File: src/rtl/sha_pkg.sv
// sha_pkg: definitions shared by sha_padder and hcu.
//   - state_t        : padder FSM states
//   - mode_t         : 32-bit (SHA-224/256) or 64-bit (SHA-384/512) word mode
//   - dbg_t          : snapshot of the padder control state, exported on the dbg port
//   - BLOCK_WORDS    : words per SHA block (16 in both modes)
//   - LEN_HI_IDX     : word index at which the length words start
//   - codec_of()     : pulls the multiformats codec out of tuser
//   - codec2mode()   : maps a codec to a word mode
package sha_pkg;

    localparam int TUSER_W   = 128;
    localparam int CODEC_POS = 0;
    localparam int CODEC_W   = 16;

    // Multiformats codes for the SHA-2 family.
    localparam logic [CODEC_W-1:0] CODEC_SHA2_256 = 16'h0012;
    localparam logic [CODEC_W-1:0] CODEC_SHA2_512 = 16'h0013;
    localparam logic [CODEC_W-1:0] CODEC_SHA2_384 = 16'h0020;
    localparam logic [CODEC_W-1:0] CODEC_SHA2_224 = 16'h1013;

    localparam int         BLOCK_WORDS = 16;
    localparam logic [3:0] LEN_HI_IDX  = 4'd14;

    typedef enum logic [2:0] {
        ST_IDLE   = 3'd0,
        ST_PASS   = 3'd1,
        ST_HALF   = 3'd2,
        ST_PAD    = 3'd3,
        ST_LEN_HI = 3'd4,
        ST_LEN_LO = 3'd5
    } state_t;

    typedef enum logic {
        MODE_32 = 1'b0,
        MODE_64 = 1'b1
    } mode_t;

    typedef struct packed {
        state_t     state;
        logic [3:0] word_idx;
        logic       pad_pend;
        logic       held_last;
    } dbg_t;

    function automatic logic [CODEC_W-1:0] codec_of(input logic [TUSER_W-1:0] tuser);
        return tuser[CODEC_POS +: CODEC_W];
    endfunction

    // Unknown codecs fall back to 32-bit mode so the stream is still framed.
    function automatic mode_t codec2mode(input logic [CODEC_W-1:0] codec);
        mode_t m;
        case (codec)
            CODEC_SHA2_384, CODEC_SHA2_512: m = MODE_64;
            default:                        m = MODE_32;
        endcase
        return m;
    endfunction

endpackage

File: src/rtl/pad_byte_insert.sv
// pad_byte_insert: combinational lane formatter.
// Keeps input byte lanes 0..k-1, places 0x80 at lane k (when ins_en and
// k < W), zeroes every lane above, and emits the result big-endian
// (lane 0 in the most significant byte of the word).
// Ports:
//   data   [63:0] : input bytes, lane 0 in [7:0]
//   k      [3:0]  : number of message bytes kept (0..8)
//   w64           : 1 = 8-byte word in [63:0], 0 = 4-byte word in [31:0]
//   ins_en        : allow the 0x80 marker to be placed
//   word   [63:0] : formatted word; [63:32] is zero when w64 = 0
module pad_byte_insert (
    input  logic [63:0] data,
    input  logic [3:0]  k,
    input  logic        w64,
    input  logic        ins_en,
    output logic [63:0] word
);

    logic [7:0] lane_b [8];

    always_comb begin
        for (int i = 0; i < 8; i++) begin
            lane_b[i] = 8'h00;
            if (4'(i) < k) begin
                lane_b[i] = data[8*i +: 8];
            end else if (4'(i) == k && ins_en) begin
                lane_b[i] = 8'h80;
            end
        end
    end

    always_comb begin
        word = '0;
        if (w64) begin
            for (int i = 0; i < 8; i++) begin
                word[56-8*i +: 8] = lane_b[i];
            end
        end else begin
            // Lanes 4..7 are not part of a 4-byte word, so k = 4 leaves no room
            // for the marker here.
            for (int i = 0; i < 4; i++) begin
                word[24-8*i +: 8] = lane_b[i];
            end
        end
    end

endmodule

File: src/rtl/sha_padder.sv
// sha_padder: FIPS 180-4 message padder in front of hcu.
// Takes a byte stream (lane 0 first), emits one SHA message word per beat:
// message words, 0x80 marker, zero fill, then two length words that close a
// 16-word block. Word mode (32/64-bit) comes from the codec in tuser.
// Ports:
//   axis_aclk, reset                 : clock, synchronous active-high reset
//   s_axis_tdata/tkeep/tuser/tlast   : input bytes, byte enables, codec, end
//   s_axis_tvalid/tready             : input handshake
//   m_axis_tdata/tuser/tlast         : output word (big-endian), tuser, end
//   m_axis_tvalid/tready             : output handshake
//   err                              : sticky tkeep protocol error
//   dbg                              : control-state snapshot (dbg_t)
// Build option: SHA_PADDER_TKEEP_CHECK_EN enables the tkeep checker driving
// err; without it err is constant 0.
//
// Handshakes: a beat transfers on a rising edge where valid && ready. A
// source holds valid and payload steady until that edge; ready may depend
// combinationally on the peer's ready (s_axis_tready follows m_axis_tready)
// but never on valid.
module sha_padder
    import sha_pkg::*;
#(
    parameter int C_S_AXIS_DATA_WIDTH = 64,
    parameter int C_M_AXIS_DATA_WIDTH = 64,
    parameter int C_AXIS_TUSER_WIDTH  = 128
) (
    input  logic                             axis_aclk,
    input  logic                             reset,
    input  logic [C_S_AXIS_DATA_WIDTH-1:0]   s_axis_tdata,
    input  logic [C_S_AXIS_DATA_WIDTH/8-1:0] s_axis_tkeep,
    input  logic [C_AXIS_TUSER_WIDTH-1:0]    s_axis_tuser,
    input  logic                             s_axis_tvalid,
    output logic                             s_axis_tready,
    input  logic                             s_axis_tlast,
    output logic [C_M_AXIS_DATA_WIDTH-1:0]   m_axis_tdata,
    output logic [C_AXIS_TUSER_WIDTH-1:0]    m_axis_tuser,
    output logic                             m_axis_tvalid,
    input  logic                             m_axis_tready,
    output logic                             m_axis_tlast,
    output logic                             err,
    output dbg_t                             dbg
);

    state_t      state, state_nxt;
    mode_t       mode_q, mode_eff;
    logic [63:0] byte_cnt, cnt_base;
    logic [63:0] hold_q;
    logic [3:0]  word_idx, idx_base, idx_inc;
    logic        pad_pend, held_last;

    logic        load, accept, emit, out_last, full_last;
    logic [63:0] out_word, word_a, word_b;
    logic [3:0]  keep_cnt, k_a, k_b;
    logic        ins_b;
    logic [66:0] bitlen;

    assign dbg = '{state: state, word_idx: word_idx, pad_pend: pad_pend, held_last: held_last};

    // The first beat is consumed in IDLE, so its mode comes straight from tuser.
    assign mode_eff = (state == ST_IDLE) ? codec2mode(codec_of(s_axis_tuser)) : mode_q;

    // Lane A: the whole beat (64-bit) or bytes 0..3 (32-bit).
    // Lane B: bytes 4..7, held for the HALF cycle in 32-bit mode.
    pad_byte_insert u_ins_a (
        .data   (s_axis_tdata),
        .k      (k_a),
        .w64    (mode_eff == MODE_64),
        .ins_en (1'b1),
        .word   (word_a)
    );

    pad_byte_insert u_ins_b (
        .data   ({32'h0, s_axis_tdata[63:32]}),
        .k      (k_b),
        .w64    (1'b0),
        .ins_en (ins_b),
        .word   (word_b)
    );

    // ---------------- state register ----------------
    always_ff @(posedge axis_aclk) begin
        if (reset) begin
            state <= ST_IDLE;
        end else begin
            state <= state_nxt;
        end
    end

    // ---------------- next state ----------------
    // After the word holding (or preceding) the marker, go straight to the
    // length words if the next index is LEN_HI_IDX and no marker word is
    // still owed; otherwise fill in PAD.
    always_comb begin
        state_nxt = state;
        case (state)
            ST_IDLE, ST_PASS: begin
                if (accept) begin
                    if (mode_eff == MODE_32) begin
                        state_nxt = ST_HALF;
                    end else if (s_axis_tlast) begin
                        state_nxt = (full_last || idx_inc != LEN_HI_IDX) ? ST_PAD : ST_LEN_HI;
                    end else begin
                        state_nxt = ST_PASS;
                    end
                end
            end
            ST_HALF: begin
                if (load) begin
                    if (held_last) begin
                        state_nxt = (pad_pend || idx_inc != LEN_HI_IDX) ? ST_PAD : ST_LEN_HI;
                    end else begin
                        state_nxt = ST_PASS;
                    end
                end
            end
            ST_PAD: begin
                if (load && idx_inc == LEN_HI_IDX) begin
                    state_nxt = ST_LEN_HI;
                end
            end
            ST_LEN_HI: begin
                if (load) state_nxt = ST_LEN_LO;
            end
            ST_LEN_LO: begin
                if (load) state_nxt = ST_IDLE;
            end
            default: state_nxt = ST_IDLE;
        endcase
    end

    // ---------------- outputs / datapath select ----------------
    always_comb begin
        load          = !m_axis_tvalid || m_axis_tready;
        s_axis_tready = !reset && load && (state == ST_IDLE || state == ST_PASS);
        accept        = s_axis_tvalid && s_axis_tready;

        keep_cnt  = 4'($countones(s_axis_tkeep));
        full_last = s_axis_tlast && (keep_cnt == 4'd8);

        // Non-last beats use k = W so no marker lands inside the word.
        if (mode_eff == MODE_64) begin
            k_a = s_axis_tlast ? keep_cnt : 4'd8;
        end else begin
            k_a = (s_axis_tlast && keep_cnt < 4'd4) ? keep_cnt : 4'd4;
        end

        // Upper half: marker only if the message reaches into lanes 4..7.
        k_b   = 4'd4;
        ins_b = 1'b1;
        if (s_axis_tlast) begin
            if (keep_cnt >= 4'd4) begin
                k_b = keep_cnt - 4'd4;
            end else begin
                k_b   = 4'd0;
                ins_b = 1'b0;
            end
        end

        cnt_base = (state == ST_IDLE) ? 64'd0 : byte_cnt;
        idx_base = (state == ST_IDLE) ? 4'd0  : word_idx;
        idx_inc  = idx_base + 4'd1;
        bitlen   = {byte_cnt, 3'b000};

        emit     = 1'b0;
        out_word = '0;
        out_last = 1'b0;
        case (state)
            ST_IDLE, ST_PASS: begin
                emit     = accept;
                out_word = word_a;
            end
            ST_HALF: begin
                emit     = 1'b1;
                out_word = hold_q;
            end
            ST_PAD: begin
                emit = 1'b1;
                if (pad_pend) begin
                    out_word = (mode_q == MODE_64) ? 64'h8000_0000_0000_0000 : 64'h0000_0000_8000_0000;
                end
            end
            ST_LEN_HI: begin
                emit     = 1'b1;
                out_word = (mode_q == MODE_64) ? {61'h0, bitlen[66:64]} : {32'h0, bitlen[63:32]};
            end
            ST_LEN_LO: begin
                emit     = 1'b1;
                out_last = 1'b1;
                out_word = (mode_q == MODE_64) ? bitlen[63:0] : {32'h0, bitlen[31:0]};
            end
            default: begin
                emit = 1'b0;
            end
        endcase
    end

    // ---------------- datapath registers ----------------
    always_ff @(posedge axis_aclk) begin
        if (reset) begin
            mode_q        <= MODE_32;
            m_axis_tuser  <= '0;
            byte_cnt      <= '0;
            word_idx      <= '0;
            hold_q        <= '0;
            pad_pend      <= 1'b0;
            held_last     <= 1'b0;
            m_axis_tvalid <= 1'b0;
            m_axis_tdata  <= '0;
            m_axis_tlast  <= 1'b0;
        end else begin
            if (accept) begin
                if (state == ST_IDLE) begin
                    m_axis_tuser <= s_axis_tuser;
                    mode_q       <= mode_eff;
                end
                byte_cnt <= cnt_base + 64'(keep_cnt);
                if (mode_eff == MODE_32) begin
                    hold_q    <= word_b;
                    held_last <= s_axis_tlast;
                end
                // A full last beat leaves no room for the marker: owe a word.
                if (s_axis_tlast) begin
                    pad_pend <= full_last;
                end
            end
            if (load) begin
                m_axis_tvalid <= emit;
                m_axis_tlast  <= emit && out_last;
                if (emit) begin
                    m_axis_tdata <= out_word;
                    word_idx     <= idx_inc;
                end
                if (state == ST_PAD) begin
                    pad_pend <= 1'b0;
                end
            end
        end
    end

`ifdef SHA_PADDER_TKEEP_CHECK_EN
    logic bad_beat;
    assign bad_beat = (!s_axis_tlast && s_axis_tkeep != 8'hFF)
                    || ((s_axis_tkeep & (s_axis_tkeep + 8'd1)) != 8'h00);

    // Sticky within a message; the first beat of a new message restarts it.
    always_ff @(posedge axis_aclk) begin
        if (reset) begin
            err <= 1'b0;
        end else if (accept) begin
            err <= (state == ST_IDLE) ? bad_beat : (err | bad_beat);
        end
    end
`else
    assign err = 1'b0;
`endif

endmodule
File: config.mk
export PLATFORM = sky130hd
export DESIGN_NAME = sha_padder
export DESIGN_NICKNAME = d
export VERILOG_FILES = /design/src/rtl/sha_pkg.sv /design/src/rtl/pad_byte_insert.sv /design/src/rtl/sha_padder.sv
export SDC_FILE = /design/constraint.sdc
export NUM_CORES = 1
export LEC_CHECK = 0
export CAP_MARGIN = 15
export CORE_UTILIZATION = 54
export DETAILED_ROUTE_END_ITERATION = 12
export GPL_ROUTABILITY_DRIVEN = 0
export PLACE_DENSITY_LB_ADDON = 0.3
export REMOVE_ABC_BUFFERS = 1
export SYNTH_ARGS = -nofsm -noshare
export SYNTH_HDL_FRONTEND = slang
export SYNTH_HIERARCHICAL = 1
export SYNTH_SLANG_ARGS = --single-unit
export TNS_END_PERCENT = 10
File: constraint.sdc
create_clock -name axis_aclk -period 7.6 [get_ports axis_aclk]
set_input_delay 1.14 -clock axis_aclk [delete_from_list [all_inputs] [get_ports axis_aclk]]
set_output_delay 1.14 -clock axis_aclk [all_outputs]
set_load 0.05 [all_outputs]
==> results.tsv <==
stage	metric	value	unit
status	outcome	complete, no violations	
synthesis	Synth Area in Compound Gates	0.227	
setup_path	CP delay by family, top	adder cells	
clocking	setup bufs post-CTS	0	
finish	share of cells above drive strength 1	0.0525	
setup_path	reg2reg path depth	14	
min_path	min-delay src	m_axis_tuser[7]$_SDFFE_PP0P_	
finish	non-filler instance count after layout	2869	
floorplan	Ports	410	
global_routing	Congestion Overflow GR	0	
floorplan	DIE AREA	30800	µm²
synthesis	sequential cell area fraction in the yosys report	0.409	
clocking	H-tree depth	2	
routing	Routed WL per cell	19.7	µm
pwr	sw frac	0.361	
floorplan	Std-Cell Rows	63	
sta	clock skew	20.5	ps
routing	Iter 0 DRT Violations	2584	
pwr	Lkg Pwr	7.64	nW
routing	detailed-route DRC error count	0	
sta	Worst-Margin Slew	1080	ps
clocking	CTS clk-pin slew, worst paths	60	ps
global_routing	largest net degree at the start of global routing	120	
clocking	CTS Hold Buffers Added	0	
clocking	clock root cell	clkbuf_16	
synthesis	cell area after synthesis	16300	µm²
routing	vias per cell	6.14	
clocking	TritonCTS Buffers	36	
synthesis	Ys Warns	6	
pwr	Max VDD drop	0.230	mV
synthesis	Yosys cell types	77	
placement	DPL Wire Length	37900	µm
floorplan	Die X	176	µm
finish	P&R area growth vs syn	33.4	%
min_path	Hold WC Path Type	reg -> reg	
global_routing	global-route wire length before repair	86900	µm
synthesis	largest family of logic cells by synthesized area	simple AND/OR/NAND/NOR gates	
setup_path	Worst Setup Start Kind	primary input	
finish	commonest non-fill, non-tap cell in the layout	nand2_1	
min_path	Hold Crit Endpoint	m_axis_tuser[7]$_SDFFE_PP0P_	
finish	Util after Layout	0.732	
placement	Cells after DPL	2803	
placement	number of port buffers	408	
synthesis	Post-synth EDFFs	0	
pwr	Cell Pwr Density	244	nW/µm²
setup_path	WP data required	8060	ps
setup_path	kind of critical path	in -> reg	
job	Max Cap Violations	0	
global_routing	GR Util All Layers	0.351	
sta	final period utilization	0.821	
global_routing	initial antenna violation count	2	
setup_path	R2R setup slack	2970	ps
pwr	Sequential Power Share	0.366	
sta	RSZ-0062 raised after global routing	no	
routing	wirelength, routed	56400	µm
setup_path	worst reg2reg endpoint	m_axis_tdata[42]$_SDFFE_PP0P_	
synthesis	Avg Cell Area, Syn	7.67	µm²
clocking	Post-CTS Resized	0	
clocking	Skew-Pair Late Insertion Delay	530	ps
routing	Initial DRT Pass Iterations	7	
synthesis	Simple-Gate Fraction of Synth Area	0.261	
global_routing	vias in the first global route	16100	
synthesis	Main synth FF type	dfxtp_1	
synthesis	Post-Synth Adder-Cell Area	0.0154	
routing	vias	17600	
synthesis	ys async rst share	0	
pwr	Pint	3.39	mW
synthesis	Post-Syn Instances	2120	
sta	maximum clock rate	160	MHz
clocking	Num Clock Sinks	332	
sta	Max Slew Vio Count	0	
placement	dpl cell area	20500	µm²
synthesis	xor and xnor area share after synthesis	0.0167	
routing	Final ANT Viol Nets	0	
floorplan	CORE AREA	29600	µm²
finish	Nets	2674	
setup_path	CP arrival	6690	ps
finish	most frequent cells in the layout	497 x nand2_1, 407 x clkdlybuf4s50_1, 332 x dfxtp_1	
setup_path	critical path buffer and inverter count	4	
clocking	clock buffer depth	3	
finish	fin area	21700	µm²
sta	Final min period	6240	ps
pwr	combinational share of power	0.308	
clocking	TritonCTS clock tree	yes	
setup_path	slowest stage cell, crit path	nor2_1	
pwr	clock share of power	0.325	
synthesis	Synth Register Bits	332	
sta	headroom to the max-slew limit	0.281	
pwr	Pwr Total	5.30	mW
floorplan	Die Height	176	µm
setup_path	endpoint class of the critical path	flop	
setup_path	RR Startpoint	state[2]$_SDFFE_PP0P_	
sta	final setup fails	0	
min_path	hold path depth	2	
pwr	NetSw	1.91	mW
setup_path	Slowest Stage Delay on Critical Path	700	ps
sta	final hold vios	0	
synthesis	mux cell area share after synthesis	0.0172	
floorplan	Initial Util	0.549	
setup_path	Critical Path Fanout Max	13	
setup_path	CP cell instances	clkdlybuf4s50_1 -> inv_1 -> fa_1 -> fa_1 -> fa_1 -> inv_1 -> ha_1 -> inv_1 -> fa_1 -> xnor2_1 -> nor2_1 -> nor2_1 -> nor2_1 -> nand2_1 -> a21oi_1 -> and2_1 -> a222oi_1 -> nor3_1 -> a21oi_1 -> nor2_1	
[worst register-to-register path, delay by kind of cell (launching register included)]
kind | cells | cell delay (ps)
simple gates | 8 | 2020
flops | 1 | 760
compound gates | 4 | 990
buf+inv | 2 | 800
[logic make-up after synthesis]
family | Yosys count
mux | 27
other cells | 2
simple gates | 932
fa+ha+maj | 17
buf+inv | 216
xor+xnor | 31
compound gates | 563
flops | 332
[final cells by class]
type	instances	area, µm²
Antenna cell	1	2.50
Timing Repair Buffer	438	4330
Sequential cell	332	6650
Tap cell	390	488
Inverter	32	120
Multi-Input combinational cell	1612	8940
Clock buffer	55	1070
Clock inverter	9	81.3
Fill cell	2257	7950
[worst max-delay path by stage]
stage	slack (ps)	startpoint	cells after the start	to
2_1_floorplan	-800	state[1]$_SDFFE_PP0P_	7	byte_cnt[60]$_SDFFE_PP0P_
3_3_place_gp	1140	s_axis_tkeep[0]	20	m_axis_tdata[30]$_SDFFE_PP0P_
3_5_place_dp	940	s_axis_tkeep[0]	20	m_axis_tdata[25]$_SDFFE_PP0P_
4_1_cts	1500	s_axis_tkeep[0]	20	m_axis_tdata[25]$_SDFFE_PP0P_
5_1_grt	1100	s_axis_tkeep[1]	20	m_axis_tdata[44]$_SDFFE_PP0P_
6_report	1360	s_axis_tkeep[0]	20	m_axis_tdata[42]$_SDFFE_PP0P_
[cell usage after synthesis, types with 8 or more instances]
master	n	area, µm²
a211oi_1	34	255
a21oi_1	312	1560
a222oi_1	63	631
a22o_1	28	245
a31o_2	11	96.3
a32o_1	14	140
and2_1	68	425
and3_1	32	200
and4_1	8	70.1
buf_1	18	67.6
buf_2	18	90.1
clkbuf_1	139	522
dfxtp_1	332	6650
ha_1	12	150
inv_1	30	113
mux2i_1	19	190
nand2_1	499	1870
nand3_1	26	130
nand4_1	27	169
nor2_1	155	582
nor3_1	51	255
nor4_1	9	56.3
o21a_1	9	67.6
o21ai_0	25	125
xnor2_1	21	184
xor2_1	10	87.6
[layer usage]
layer	track usage	vias to the layer above	routed length, µm
met1	0.457	8257	22000
met4	0.148	4	2310
met2	0.568	1070	26400
li1	-	8107	-
met5	0	-	23
met3	0.0656	174	5730
[sequential cells by signal, indices dropped and copies added (netlist names)]
| name | cells |
|---|---|
| byte_cnt | 64 |
| hold_q | 64 |
| state | 3 |
| word_idx | 4 |
| mode_q | 1 |
| pad_pend | 1 |
| held_last | 1 |
| m_axis_tuser | 128 |
| m_axis_tdata | 64 |
| m_axis_tlast | 1 |
| m_axis_tvalid | 1 |
[power by group through the flow]
stage,logic [mW],clock network (mW),registers (mW)
detailed placement,1.59,0,1.98
floorplan,0.647,0,2.30
CTS,1.59,1.74,1.94
global route,1.73,1.81,1.96
finish,1.63,1.72,1.94
global placement,1.55,0,1.97
[metrics by stage]
stage | setup TNS, ps | setup slack (ps) | hold WS (ps)
detailed placement | 0 | 942 | 446
global placement | 0 | 1140 | 441
finish | 0 | 1360 | 453
global route | 0 | 1100 | 466
floorplan | -81120 | -804 | 430
CTS | 0 | 1500 | 454
Note: power is estimated with default switching activity, not from simulation.
==> RTL edit (config.mk and constraints unchanged) <==
Register the output `dbg`; this adds one clock of latency there. The other outputs are not delayed to match.
--- a/src/rtl/sha_padder.sv
+++ b/src/rtl/sha_padder.sv
@@ -55,5 +55,7 @@
     logic [66:0] bitlen;
 
-    assign dbg = '{state: state, word_idx: word_idx, pad_pend: pad_pend, held_last: held_last};
+    always_ff @(posedge axis_aclk) begin
+        dbg <= '{state: state, word_idx: word_idx, pad_pend: pad_pend, held_last: held_last};
+    end
 
     // The first beat is consumed in IDLE, so its mode comes straight from tuser.
Check against the original RTL: not equivalent (Yosys sat finds a counterexample within 4 cycles, from zero or initial values and one cycle with reset high).
==> RTL edit against the unedited design <==
Sequential cell count grew 9. Synthesized area grew 1.9%. Critical endpoint is now m_axis_tdata[25]. Non-clock buffer count shrank 3. Power grew 18%. Worst setup slack gained 65 ps. Highest routed layer unchanged. Largest cell class unchanged. Clock skew shrank 2.4 ps. Design area grew 1.5%. Largest power group is now combinational logic. Wire length grew 2.6%.
==> RTL edit: results (changes against the unedited design) <==
Status: complete, no violations (unchanged). The wire length of the first global-routing pass came to 88.24 mm (was 86.94 mm). The via count came out at 17.96k (was 17.61k).

The detailed-router iteration count before antenna repair is 8 (was 7). The diode insertion count for antenna repair was 0 (was 1). The detailed router's first-iteration violation count came out at 2777 (was 2584). The sequential area share after synthesis is 0.4118 (was 0.4087). The hold path startpoint is held_last (was m_axis_tuser[7]).

The number of nets in the layout came out at 2722 (was 2674). The critical path capture point was m_axis_tdata[25] (was m_axis_tdata[42]). The worst setup slack for register-to-register paths is 2930 ps (was 2970 ps). The proportion of layout cells with a drive suffix above 1 is 0.05190 (was 0.05246). The CTS buffer count came to 38 (was 36). The maximum number of pins on one net before global-route repair came out at 106 (was 120). The startpoint of the most critical register-to-register path was state[1] (was state[2]). The top register by number of flip-flops is m_axis_tuser (unchanged). The static power due to leakage is 7.649 nW (was 7.642 nW). Commonest cells in the netlist: sky130_fd_sc_hd__nand2_1 (543), sky130_fd_sc_hd__dfxtp_1 (341), sky130_fd_sc_hd__a21oi_1 (316), sky130_fd_sc_hd__clkbuf_1 (140), sky130_fd_sc_hd__nor2_1 (129) (was sky130_fd_sc_hd__nand2_1 (499), sky130_fd_sc_hd__dfxtp_1 (332), sky130_fd_sc_hd__a21oi_1 (312), sky130_fd_sc_hd__nor2_1 (155), sky130_fd_sc_hd__clkbuf_1 (139)).

The critical path's largest stage delay came out at 680 ps (was 700 ps). The count of different cell masters after synthesis came out at 80 (was 77). The pre-CTS setup slack is 1089 ps (was 941.7 ps).

The clock tree skew after final layout came to 18.08 ps (was 20.50 ps). The worst slew margin relative to its limit came to 0.2382 (was 0.2808). The worst path arrival time came out at 6610 ps (was 6690 ps). The via count of the first global-routing pass is 16.23k (was 16.15k). Biggest area contributors in the synthesized netlist: sky130_fd_sc_hd__dfxtp_1 (41%), sky130_fd_sc_hd__nand2_1 (12%), sky130_fd_sc_hd__a21oi_1 (9.5%) (was sky130_fd_sc_hd__dfxtp_1 (41%), sky130_fd_sc_hd__nand2_1 (12%), sky130_fd_sc_hd__a21oi_1 (9.6%)). The path depth of the worst reg2reg path is 11 (was 14).

The worst reg2reg path endpoint was byte_cnt[44] (was m_axis_tdata[42]). The half-perimeter wire length of the detailed placement result came out at 38.83 mm (was 37.89 mm). The post-detailed-route wirelength per cell came out at 19.87 um (was 19.66 um). The post-layout minimum cycle time is 6171 ps (was 6236 ps). The maximum VDD drop was 0.0002882 V (was 0.0002297 V). The cell with the largest stage delay on the worst path was sky130_fd_sc_hd__a21oi_1 (was sky130_fd_sc_hd__nor2_1). The global-route usage over all layers came out at 0.3505 (about the same).

The cell area after placement is 20830 um^2 (was 20500 um^2). The top fanout value on the critical path is 10 (was 13).
==> RTL edit: cell count changes after synthesis, sizes merged, moves of 9 or more <==
cell,unedited run,this run
nor2,155,129
nand2,499,543
nand3,26,42
a211o,5,30
dfxtp,332,341
a211oi,34,4
or3,1,10
==> RTL edit: cells by family after synthesis <==
| logic type | count (synthesis) | synth area share |
|---|---|---|
| other | 2 | 0.0004530 |
| flip-flops | 341 | 0.4118 |
| multiplexers | 25 | 0.01562 |
| buffers and inverters | 215 | 0.05140 |
| AND/OR/NAND/NOR | 967 | 0.2638 |
| AO/OA/AOI/OAI | 567 | 0.2255 |
| XOR/XNOR | 30 | 0.01630 |
| adder cells (fa/ha/maj) | 17 | 0.01510 |
==> RTL edit: cell type report <==
| cell class | count | area (um^2) |
|---|---|---|
| multi-input cells | 1648 | 9099 |
| fillers | 2272 | 7931 |
| flip-flops and latches | 341 | 6827 |
| repair buffers | 435 | 4295 |
| clock buffers | 53 | 1077 |
| well taps | 390 | 488.0 |
| inverters | 36 | 135.1 |
| clock inverters | 11 | 101.3 |
==> RTL edit: power breakdown <==
group | internal [mW] | total, mW | switching [mW] | leakage, nW
Sequential | 1.99 | 2.12 | 0.136 | 2.76
Combinational | 0.708 | 2.35 | 1.64 | 4.31
Clock | 1.02 | 1.77 | 0.751 | 0.582
==> RTL edit: routing by layer <==
metal | track usage | share of wire | up-vias
met3 | 0.07603 | 0.11 | 210
met2 | 0.5604 | 0.47 | 1135
li1 | - | - | 8258
met5 | 0 | 0.0012 | -
met4 | 0.1483 | 0.042 | 10
met1 | 0.4541 | 0.38 | 8345
==> RTL edit: worst min path at each step <==
stage / to / slack [ps] / cells after the start
after floorplan: dbg[2] / 360 / 0
after global placement: dbg[2] / 370 / 0
after detailed placement: dbg[2] / 390 / 0
after CTS: dbg[2] / 390 / 0
after global routing: dbg[2] / 400 / 0
final: dbg[0] / 400 / 0
==> RTL edit: stage by stage <==
stage               utilization  cells
floorplan                     -   2025
global placement         0.6955   2849
detailed placement       0.6955   2849
CTS                      0.7348   2913
global route             0.7352   2914
finish                   0.7352   2914
